## config.mk

```make
export PLATFORM = sky130hd
export DESIGN_NAME = ps2_key_sequencer
export DESIGN_NICKNAME = d
export VERILOG_FILES = /design/src/rtl/ps2_pkg.sv /design/src/rtl/ps2_event_fifo.sv /design/src/rtl/ps2_key_sequencer.sv
export SDC_FILE = /design/constraint.sdc
export NUM_CORES = 1
export LEC_CHECK = 0
export BUFFER_PORTS_ARGS = -buffer_cell sky130_fd_sc_hd__buf_2
export CAP_MARGIN = 5
export CORE_MARGIN = 1.5
export CORE_UTILIZATION = 55
export CTS_BUF_LIST = sky130_fd_sc_hd__clkbuf_8
export DETAILED_ROUTE_END_ITERATION = 10
export PLACE_DENSITY = 0.74
export SETUP_SLACK_MARGIN = 0.02
export SKIP_LAST_GASP = 1
export SYNTH_ARGS = -nofsm -noshare
export SYNTH_HDL_FRONTEND = slang
export SYNTH_SLANG_ARGS = --single-unit
```

## constraint.sdc

```tcl
create_clock -name slowClk -period 2.2 [get_ports slowClk]
set_input_delay 0.22 -clock slowClk [delete_from_list [all_inputs] [get_ports slowClk]]
set_output_delay 0.22 -clock slowClk [all_outputs]
set_load 0.01 [all_outputs]
```

## src/rtl/ps2_pkg.sv

```systemverilog
// Shared PS/2 scancode constants, sequencer states and key-event layout.
// Imported by the event FIFO and the key sequencer.
package ps2_pkg;

  localparam logic [7:0] SC_E0     = 8'hE0;
  localparam logic [7:0] SC_F0     = 8'hF0;
  localparam logic [7:0] SC_BAT    = 8'hAA;
  localparam logic [7:0] SC_ACK    = 8'hFA;
  localparam logic [7:0] SC_RESEND = 8'hFE;
  localparam logic [7:0] SC_ECHO   = 8'hEE;
  localparam logic [7:0] SC_ERR0   = 8'h00;
  localparam logic [7:0] SC_ERR1   = 8'hFF;

  typedef enum logic [2:0] {
    ST_IDLE,
    ST_GOT_E0,
    ST_GOT_F0,
    ST_GOT_E0F0,
    ST_RECOVER
  } seq_state_e;

  typedef struct packed {
    logic       ext;
    logic       rel;
    logic [7:0] code;
  } key_event_t;

  localparam int EV_W = $bits(key_event_t);

  function automatic logic is_prefix(input logic [7:0] b);
    return (b == SC_E0) || (b == SC_F0);
  endfunction

  function automatic logic is_protocol(input logic [7:0] b);
    return (b == SC_ERR0) || (b == SC_BAT) ||
           (b == SC_ECHO) || (b == SC_ACK) ||
           (b == SC_RESEND) || (b == SC_ERR1);
  endfunction

endpackage

```

## src/rtl/ps2_event_fifo.sv

```systemverilog
// Show-ahead FIFO of decoded key events.
// Head reads as zero when the FIFO is empty.
import ps2_pkg::*;

module ps2_event_fifo #(
  parameter int DEPTH = 4
) (
  input  logic            clk,
  input  logic            rst_n,
  input  logic            push,
  input  logic [EV_W-1:0] push_data,
  input  logic            pop,
  output logic            full,
  output logic            empty,
  output logic [EV_W-1:0] head
);

  localparam int AW = $clog2(DEPTH);

  logic [EV_W-1:0] mem_q [DEPTH];
  logic [AW:0]     wr_ptr_q, wr_ptr_d;
  logic [AW:0]     rd_ptr_q, rd_ptr_d;
  logic            do_push;
  logic            do_pop;

  assign empty = (wr_ptr_q == rd_ptr_q);
  assign full  = (wr_ptr_q[AW] != rd_ptr_q[AW]) &&
                 (wr_ptr_q[AW-1:0] == rd_ptr_q[AW-1:0]);

  // A pop frees the slot, so a push into a full FIFO still lands.
  assign do_pop  = pop && !empty;
  assign do_push = push && (!full || do_pop);

  assign head = empty ? '0 : mem_q[rd_ptr_q[AW-1:0]];

  always_comb begin
    wr_ptr_d = wr_ptr_q;
    rd_ptr_d = rd_ptr_q;
    if (do_push) wr_ptr_d = wr_ptr_q + 1'b1;
    if (do_pop)  rd_ptr_d = rd_ptr_q + 1'b1;
  end

  always_ff @(posedge clk or negedge rst_n) begin
    if (!rst_n) begin
      wr_ptr_q <= '0;
      rd_ptr_q <= '0;
      for (int i = 0; i < DEPTH; i++) mem_q[i] <= '0;
    end else begin
      wr_ptr_q <= wr_ptr_d;
      rd_ptr_q <= rd_ptr_d;
      if (do_push) mem_q[wr_ptr_q[AW-1:0]] <= push_data;
    end
  end

endmodule

```

## src/rtl/ps2_key_sequencer.sv

```systemverilog
// Turns PS/2 receiver bytes into make/break key events with E0 tracking,
// and supervises the receiver through parity-error recovery.
import ps2_pkg::*;

module ps2_key_sequencer #(
  parameter int DEPTH   = 4,
  parameter int TIMEOUT = 4096
) (
  input  logic       slowClk,
  input  logic       resetN,
  input  logic       rxReceived,
  input  logic [7:0] rxValue,
  input  logic       rxError,
  output logic       rxReset,
  output logic       keyValid,
  output logic [7:0] keyCode,
  output logic       keyRelease,
  output logic       keyExtended,
  input  logic       keyPop,
  output logic       overflow,
  output logic [7:0] errorCount
);

  localparam int TW = $clog2(TIMEOUT + 1);

  seq_state_e  state_q, state_d;
  logic        pend_vld_q, pend_vld_d;
  logic [7:0]  pend_byte_q, pend_byte_d;
  logic [TW-1:0] tmo_q, tmo_d;
  logic [1:0]  rec_q, rec_d;
  logic [7:0]  err_q, err_d;
  logic        ovf_q, ovf_d;

  logic        commit;
  logic        tmo_hit;
  logic        push;
  key_event_t  push_ev;
  logic        fifo_full;
  logic        fifo_empty;
  logic [EV_W-1:0] head;

  assign commit  = pend_vld_q && !rxError;
  assign tmo_hit = (tmo_q == TW'(TIMEOUT - 1));

  always_comb begin
    state_d     = state_q;
    pend_vld_d  = 1'b0;
    pend_byte_d = pend_byte_q;
    rec_d       = rec_q;
    err_d       = err_q;
    push        = 1'b0;
    push_ev     = '0;
    if (rxReceived && state_q != ST_RECOVER) begin
      pend_vld_d  = 1'b1;
      pend_byte_d = rxValue;
    end
    if (rxError && state_q != ST_RECOVER) begin
      state_d    = ST_RECOVER;
      pend_vld_d = 1'b0;
      rec_d      = '0;
      if (err_q != 8'hFF) err_d = err_q + 8'd1;
    end else begin
      unique case (state_q)
        ST_IDLE: begin
          if (commit) begin
            unique case (1'b1)
              pend_byte_q == SC_E0: state_d = ST_GOT_E0;
              pend_byte_q == SC_F0: state_d = ST_GOT_F0;
              is_protocol(pend_byte_q): ;
              default: begin
                push    = 1'b1;
                push_ev = '{ext: 1'b0, rel: 1'b0, code: pend_byte_q};
              end
            endcase
          end
        end
        ST_GOT_E0: begin
          if (commit) begin
            unique case (1'b1)
              pend_byte_q == SC_F0: state_d = ST_GOT_E0F0;
              pend_byte_q == SC_E0: ;
              default: begin
                push    = 1'b1;
                push_ev = '{ext: 1'b1, rel: 1'b0, code: pend_byte_q};
                state_d = ST_IDLE;
              end
            endcase
          end else if (tmo_hit) begin
            state_d = ST_IDLE;
          end
        end
        ST_GOT_F0, ST_GOT_E0F0: begin
          if (commit) begin
            state_d = ST_IDLE;
            if (!is_prefix(pend_byte_q)) begin
              push    = 1'b1;
              push_ev = '{ext: state_q == ST_GOT_E0F0,
                          rel: 1'b1, code: pend_byte_q};
            end
          end else if (tmo_hit) begin
            state_d = ST_IDLE;
          end
        end
        ST_RECOVER: begin
          pend_vld_d = 1'b0;
          if (rec_q != 2'd2) rec_d = rec_q + 2'd1;
          else if (!rxError) state_d = ST_IDLE;
        end
        default: state_d = ST_IDLE;
      endcase
    end
  end

  // Any committed byte or state change restarts the inter-byte window.
  always_comb begin
    tmo_d = '0;
    if (state_d == state_q && !commit &&
        (state_q == ST_GOT_E0 || state_q == ST_GOT_F0 ||
         state_q == ST_GOT_E0F0))
      tmo_d = tmo_q + TW'(1);
  end

  always_comb begin
    ovf_d = ovf_q;
    if (push && fifo_full && !keyPop) ovf_d = 1'b1;
  end

  always_ff @(posedge slowClk or negedge resetN) begin
    if (!resetN) begin
      state_q     <= ST_IDLE;
      pend_vld_q  <= 1'b0;
      pend_byte_q <= '0;
      tmo_q       <= '0;
      rec_q       <= '0;
      err_q       <= '0;
      ovf_q       <= 1'b0;
    end else begin
      state_q     <= state_d;
      pend_vld_q  <= pend_vld_d;
      pend_byte_q <= pend_byte_d;
      tmo_q       <= tmo_d;
      rec_q       <= rec_d;
      err_q       <= err_d;
      ovf_q       <= ovf_d;
    end
  end

  ps2_event_fifo #(
    .DEPTH(DEPTH)
  ) u_fifo (
    .clk      (slowClk),
    .rst_n    (resetN),
    .push     (push),
    .push_data(push_ev),
    .pop      (keyPop),
    .full     (fifo_full),
    .empty    (fifo_empty),
    .head     (head)
  );

  assign rxReset    = (state_q == ST_RECOVER) && (rec_q != 2'd2);
  assign keyValid   = !fifo_empty;
  assign keyExtended = head[EV_W-1];
  assign keyRelease = head[EV_W-2];
  assign keyCode    = head[7:0];
  assign overflow   = ovf_q;
  assign errorCount = err_q;

endmodule
```

==> results of run 1 <==
[state kept, by name (all words and copies together), names as in the netlist]
register,cells
u_fifo.mem_q,40
tmo_q,13
errorCount,8
pend_byte_q,8
state_q,3
u_fifo.rd_ptr_q,3
u_fifo.wr_ptr_q,3
rec_q,2
overflow,1
pend_vld_q,1
[per-stage QoR]
stage | total power, mW | cell area, sq um | hold slack (ns) | util, % | instances
after floorplan | 2.73 | 4020 | -0.0756 | - | 304
after global placement | 3.08 | 4330 | 0.238 | 62.4 | 435
after detailed placement | 3.12 | 4330 | 0.235 | 62.4 | 435
after CTS | 4.39 | 4580 | 0.0881 | 65.9 | 451
after global routing | 4.61 | 4600 | 0.0958 | 66.2 | 452
final | 4.36 | 4600 | 0.0989 | 66.2 | 452
[worst register-to-register path, cell delays in order, from the launching register on]
cell and delay [ns]:
dfrtp_1 0.40, or4_4 0.55, o31ai_4 0.22, nand2_4 0.14, nand4_4 0.14, buf_12 0.16
mux2_2 0.34
[power by group through the flow]
stage                     logic [mW]  registers (mW)  clock network, mW
final                           1.16            1.94               1.27
after global routing            1.28            1.97               1.36
after CTS                       1.17            1.93               1.29
after detailed placement        1.16            1.96                  0
after global placement          1.13            1.95                  0
after floorplan                0.788            1.94                  0
[metal layers]
metal	vias to the layer above	routed length [um]	global-route usage [%]	part of all wire, %
met2	45	3690	34.4	49
met1	1250	3450	29.5	46
met4	0	91	7.24	1.2
met3	9	232	3.17	3.1
met5	-	0	0	0
li1	1181	-	-	-
[layout make-up]
type                    count  share of cell area [%]
flip-flops and latches     82                    44.6
clock buffers               9                    2.69
clock inverters             6                    2.34
well taps                  96                    2.61
multi-input cells         209                    41.1
inverters                   5                   0.408
repair buffers             45                    6.20
[cell usage after synthesis (all sizes together), types with 8 or more instances]
| library cell | instances |
|---|---|
| and2 | 17 |
| nand4 | 11 |
| nand3 | 10 |
| ha | 8 |
| xor2 | 9 |
| nor2 | 25 |
| mux4 | 10 |
| mux2 | 52 |
| dfrtp | 82 |
| xnor2 | 15 |
| nand2 | 14 |
[path summary, 6_finish.rpt]
| kind | startpoint | endpoint | slack (ns) | cells after the start |
|---|---|---|---|---|
| min reg2reg | tmo_q[0]$_DFF_PN0_ | tmo_q[0]$_DFF_PN0_ | 0.47 | 1 |
| max reg2reg | state_q[0]$_DFF_PN0_ | u_fifo.mem_q[0]$_DFFE_PN0P_ | 0.12 | 6 |
| min in group asynchronous | resetN | u_fifo.mem_q[14]$_DFFE_PN0P_ | 0.40 | 2 |
| min | rxValue[4] | pend_byte_q[4]$_DFFE_PN0P_ | 0.1 | 2 |
| max in group asynchronous | resetN | u_fifo.mem_q[0]$_DFFE_PN0P_ | 1.20 | 3 |
| max | u_fifo.rd_ptr_q[0]$_DFFE_PN0P_ | keyCode[6] | 0.11 | 4 |
[what timing repair did]
| item | 4_1_cts | 5_1_grt |
|---|---|---|
| setup buffers | 0 | 1 |
| endpoints found under the hold margin | 40 | 0 |
| resized for setup | 0 | 1 |
| hold buffers | 1 | 0 |
| endpoints found under the setup margin | 0 | 21 |
[cell families (layout without fill, tap and decap cells)]
| family | count (synthesis) | after routing | synth area share [%] |
|---|---|---|---|
| compound gates | 17 | 17 | 3.33 |
| mux | 62 | 62 | 21.0 |
| simple gates | 98 | 98 | 14.9 |
| buf+inv | 13 | 65 | 1.87 |
| flops | 82 | 82 | 51.1 |
| fa+ha+maj | 8 | 8 | 2.49 |
| xor+xnor | 24 | 24 | 5.24 |
==> metrics.md, run 1 <==
| Metric | Value |
|---|---|
| Status | `completed` |
| Critical path buffer and inverter count | `2` |
| Cell family with most CP delay | `multiplexers` |
| Max Cap Violations | `0` |
| Fin worst setup slack | `0.106 ns` |
| Sequential element share of the synthesized area | `51.1%` |
| Critical-path top delay cell | `mux4_2` |
| Power density over the cells | `949 nW/um^2` |
| Worst slew pin tran | `0.542 ns` |
| DR iter-0 viols | `101` |
| Mapped Area | `4020 sq um` |
| Post-route clock skew | `0.0108 ns` |
| Final Setup Violations | `0` |
| Site Rows | `30` |
| Yosys reg bits | `82` |
| Clk slew on worst S/H paths | `0.08 ns` |
| GR Overflow Total | `0` |
| Worst Setup End Kind | `output pin` |
| Via count | `2485` |
| H-Tree Depth | `3` |
| Global-route wire length before repair | `12500 um` |
| RSZ-0062 raised after global routing | `true` |
| Top FF cell, synth | `dfrtp_1` |
| Headroom to the max-slew limit | `63.5%` |
| Post-synth EDFFs | `0` |
| Initial antenna violation count | `0` |
| Ports | `34` |
| Leak | `2.20 nW` |
| RD Place Congestion | `0.801` |
| Cell taking the most area after synthesis | `dfrtp_1` |
| Worst EP arrival | `1.87 ns` |
| Hold WC Path Type | `input port to register` |
| Largest net degree at the start of global routing | `43` |
| Syn avg cell area | `13.2 sq um` |
| IO buf count | `33` |
| Final net count | `373` |
| DP Worst Slack | `0.127 ns` |
| Peak VDD IR | `0.774 mV` |
| Slowest stage delay, CP | `0.55 ns` |
| GRT Util Overall | `21.2%` |
| Antenna Nets Post-Route | `0` |
| Die X-Extent | `88.4 um` |
| Share of the synthesized area in the top cell type | `51.1%` |
| Layout fillers | `526` |
| Crit Path Max Fanout | `12` |
| Final wirelength | `7470 um` |
| Vias per cell | `5.50` |
| Reg power frac | `44.4%` |
| Commonest non-fill, non-tap cells in the layout | `82 x dfrtp_1, 43 x mux2_2, 32 x buf_2, 25 x nor2_1, 17 x and2_1` |
| Core area | `6940 sq um` |
| Multi-input gate area | `1890 sq um` |
| Clock power frac | `29.1%` |
| First-pass DRT Iterations | `4` |
| Vias in the first global route | `2497` |
| Maximum clock frequency | `0.478 GHz` |
| CP startpoint kind | `register` |
| Cell-internal power | `2.99 mW` |
| DR WL/cell | `16.5 um` |
| Die Y | `88.4 um` |
| Worst-case clock buffer depth | `2` |
| Layout cells sized above 1 | `37.6%` |
| Ys async rst share | `100%` |
| Register cell area after layout | `2050 sq um` |
| N_diodes | `0` |
| # DRC | `0` |
| Initial core utilization | `57.8%` |
| Clock sink count | `82` |
| Die area | `7820 sq um` |
| Final hold vios | `0` |
| CTS Root Cell | `clkbuf_8` |
| Worst path cell trace | `buf_4, mux4_2, and2_1, buf_2` |
| Post-Syn Instances | `304` |
| Crit Path Class | `register to output pin` |
| Max-slew violations | `0` |
| Tmin final | `2.09 ns` |
| Crit share post-route | `95.2%` |
| Switching share of power | `31.4%` |
| Ranking of synthesized cells by area | `dfrtp_1 51%, mux2_2 12%, mux4_2 5.6%, mux2_4 3.4%, xnor2_1 3.3%` |
| Post-DP HPWL | `5240 um` |
| Comb pwr share | `26.5%` |
| Layout area overhead | `14.5%` |
| P_sw | `1.37 mW` |
| Yosys warns | `0` |
| Yosys cell types | `43` |
| Most common cell after layout, fill and taps aside | `dfrtp_1` |
| Critical Path RT | `1.98 ns` |
| Setup tns final | `0 ns` |
| Syn Nets | `325` |
| TritonCTS clock tree | `done` |
| Worst skew pair latency | `0.35 ns` |
| Cts bufs inserted | `9` |
No activity file was read; power rests on OpenSTA's default activity.
==> inputs of run 2 (changes only) <==
--- a/config.mk
+++ b/config.mk
@@ -7,11 +7,13 @@
 export LEC_CHECK = 0
 export BUFFER_PORTS_ARGS = -buffer_cell sky130_fd_sc_hd__buf_2
 export CAP_MARGIN = 5
+export CELL_PAD_IN_SITES_DETAIL_PLACEMENT = 0
+export CELL_PAD_IN_SITES_GLOBAL_PLACEMENT = 1
 export CORE_MARGIN = 1.5
-export CORE_UTILIZATION = 55
+export CORE_UTILIZATION = 51
 export CTS_BUF_LIST = sky130_fd_sc_hd__clkbuf_8
 export DETAILED_ROUTE_END_ITERATION = 10
-export PLACE_DENSITY = 0.74
+export PLACE_DENSITY_LB_ADDON = 0.1
 export SETUP_SLACK_MARGIN = 0.02
 export SKIP_LAST_GASP = 1
 export SYNTH_ARGS = -nofsm -noshare
==> metrics.md, run 2 (same netlist as run 1, synthesis figures left out) <==
| Metric | Value |
|---|---|
| # DRC | `0` |
| Biggest regs | `u_fifo.mem_q x40, tmo_q x13` |
| Initial core utilization | `52.2%` |
| Final hold vios | `0` |
| Reg with most FFs | `u_fifo.mem_q` |
| Power density over the cells | `914 nW/um^2` |
| Worst EP arrival | `1.83 ns` |
| Final Core Density | `59.6%` |
| Cell-internal power | `2.80 mW` |
| Maximum clock frequency | `0.487 GHz` |
| DR iter-0 viols | `108` |
| CTS Root Cell | `clkbuf_8` |
| Cell family with most CP delay | `simple AND/OR/NAND/NOR gates` |
| Reg2Reg Depth | `6` |
| Crit Path Max Fanout | `13` |
| Post-route clock skew | `0.0127 ns` |
| Vias in the first global route | `2470` |
| Crit share post-route | `93.3%` |
| Met2 wire length | `3380 um` |
| Critical path buffer and inverter count | `1` |
| Largest net degree at the start of global routing | `47` |
| Die area | `8410 sq um` |
| Die X-Extent | `91.7 um` |
| Core area | `7690 sq um` |
| First-pass DRT Iterations | `4` |
| Most common cell after layout, fill and taps aside | `dfrtp_1` |
| Worst R2R Setup Slack | `0.18 ns` |
| Peak VDD IR | `0.518 mV` |
| Worst slew pin tran | `0.541 ns` |
| Worst Setup End Kind | `output pin` |
| Worst-case clock buffer depth | `2` |
| Setup tns final | `0 ns` |
| Clock sink count | `82` |
| Commonest non-fill, non-tap cells in the layout | `82 x dfrtp_1, 43 x mux2_2, 32 x buf_2, 25 x nor2_1, 17 x and2_1` |
| Status | `completed` |
| Vias per cell | `5.34` |
| Crit Path Class | `register to output pin` |
| Cell count of the worst hold path | `2` |
| Ports | `34` |
| Max Cap Violations | `0` |
| CP startpoint kind | `register` |
| GR Overflow Total | `0` |
| GRT Util Overall | `18.9%` |
| H-Tree Depth | `3` |
| RSZ-0062 raised after global routing | `false` |
| Worst path cell trace | `xor2_1, nor2_1, nand2_2, and2_1, buf_2` |
| Max reg flops | `40` |
| Hold WC Path Type | `input port to register` |
| Site Rows | `32` |
| Global-route wire length before repair | `12300 um` |
| Reg power frac | `46.4%` |
| Critical-path top delay cell | `dfrtp_1` |
| Worst skew pair latency | `0.36 ns` |
| HP Start | `rxValue[0]` |
| Slowest stage delay, CP | `0.45 ns` |
| Critical Path RT | `1.98 ns` |
| IO buf count | `33` |
| Top Layer Used | `met4` |
| Via count | `2451` |
| RD Place Congestion | `0.836` |
| Worst Hold End | `pend_byte_q[0]$_DFFE_PN0P_` |
| Switching share of power | `33.1%` |
| Headroom to the max-slew limit | `63.4%` |
| Comb pwr share | `27.2%` |
| Antenna Nets Post-Route | `0` |
| Layout fillers | `665` |
| Final net count | `373` |
| Layout area overhead | `14.1%` |
| DR WL met3 | `183 um` |
| TritonCTS clock tree | `done` |
| Reg2Reg Capture Point | `u_fifo.mem_q[0]$_DFFE_PN0P_` |
| Fin Hold WS | `0.0973 ns` |
| P_sw | `1.39 mW` |
| Final Setup Violations | `0` |
| Reg2Reg Launch Point | `u_fifo.wr_ptr_q[0]$_DFFE_PN0P_` |
| Leak | `2.19 nW` |
| Cts bufs inserted | `9` |
| Clk slew on worst S/H paths | `0.09 ns` |
| Tmin final | `2.05 ns` |
| Initial antenna violation count | `0` |
| DR WL/cell | `15.4 um` |
| Max-slew violations | `0` |
| Wl on met1 | `3400 um` |
| Clock power frac | `26.4%` |
| Post-DP HPWL | `5100 um` |
| Final wirelength | `7090 um` |
| N_diodes | `0` |
| Die Y | `91.7 um` |
| Layout cells sized above 1 | `38.1%` |
==> run 2: cell types whose count changed in the layout (fill, tap and decap cells not counted), sizes merged <==
cell,previous run,this run
clkinv,2,5
clkbuf,9,10
bufinv,3,1
inv,6,5
==> run 2: through the flow <==
| stage | setup slack [ns] | total power, mW | instances | instance area, sq um |
|---|---|---|---|---|
| floorplan | 0.170 | 2.73 | 304 | 4020 |
| global placement | 0.191 | 3.09 | 441 | 4340 |
| detailed placement | 0.166 | 3.12 | 441 | 4340 |
| CTS | 0.0279 | 4.23 | 458 | 4560 |
| global route | 0.0568 | 4.45 | 459 | 4580 |
| finish | 0.147 | 4.19 | 459 | 4580 |
==> run 2: worst register-to-register path, cell delays in order, from the launching register on <==
cell	delay, ns
dfrtp_1	0.45
xor2_1	0.18
nor2_1	0.27
nand2_1	0.31
nand4_4	0.20
buf_12	0.16
mux2_2	0.33
==> run 2: layer usage <==
| layer | GRT usage [%] | vias up |
|---|---|---|
| li1 | - | 1179 |
| met1 | 26.4 | 1233 |
| met2 | 29.4 | 31 |
| met3 | 3.15 | 8 |
| met4 | 8.08 | 0 |
| met5 | 0 | - |
==> run 2: worst max path at each step <==
stage               depth (start not counted)                           start                           to
finish                                      5  u_fifo.wr_ptr_q[0]$_DFFE_PN0P_                   keyCode[0]
global route                                5  u_fifo.wr_ptr_q[0]$_DFFE_PN0P_                   keyCode[7]
CTS                                         5  u_fifo.wr_ptr_q[0]$_DFFE_PN0P_                   keyCode[0]
detailed placement                          5            state_q[2]$_DFF_PN0_  u_fifo.mem_q[7]$_DFFE_PN0P_
global placement                            5            state_q[2]$_DFF_PN0_  u_fifo.mem_q[7]$_DFFE_PN0P_
floorplan                                   7            state_q[1]$_DFF_PN0_  u_fifo.mem_q[1]$_DFFE_PN0P_
==> run 2: timing repair <==
item,in CTS,in global routing
hold buffers,1,0
setup buffers,0,1
gates resized for setup,0,2
setup endpoints to repair,0,14
hold endpoints to repair,36,0
==> run 2: power by group through the flow <==
stage	sequential [mW]	combinational [mW]	clock, mW
final	1.94	1.14	1.11
after global routing	1.98	1.26	1.21
after CTS	1.94	1.15	1.14
after detailed placement	1.97	1.14	0
after global placement	1.96	1.13	0
after floorplan	1.94	0.788	0
==> run 2: layout make-up <==
cell class	count	area, sq um	share of cell area, %
Clock buffer	10	138	3.00
Tap cell	102	128	2.79
Inverter	5	18.8	0.410
Multi-Input combinational cell	209	1890	41.3
Timing Repair Buffer	45	289	6.31
Sequential cell	82	2050	44.8
Clock inverter	6	66.3	1.45
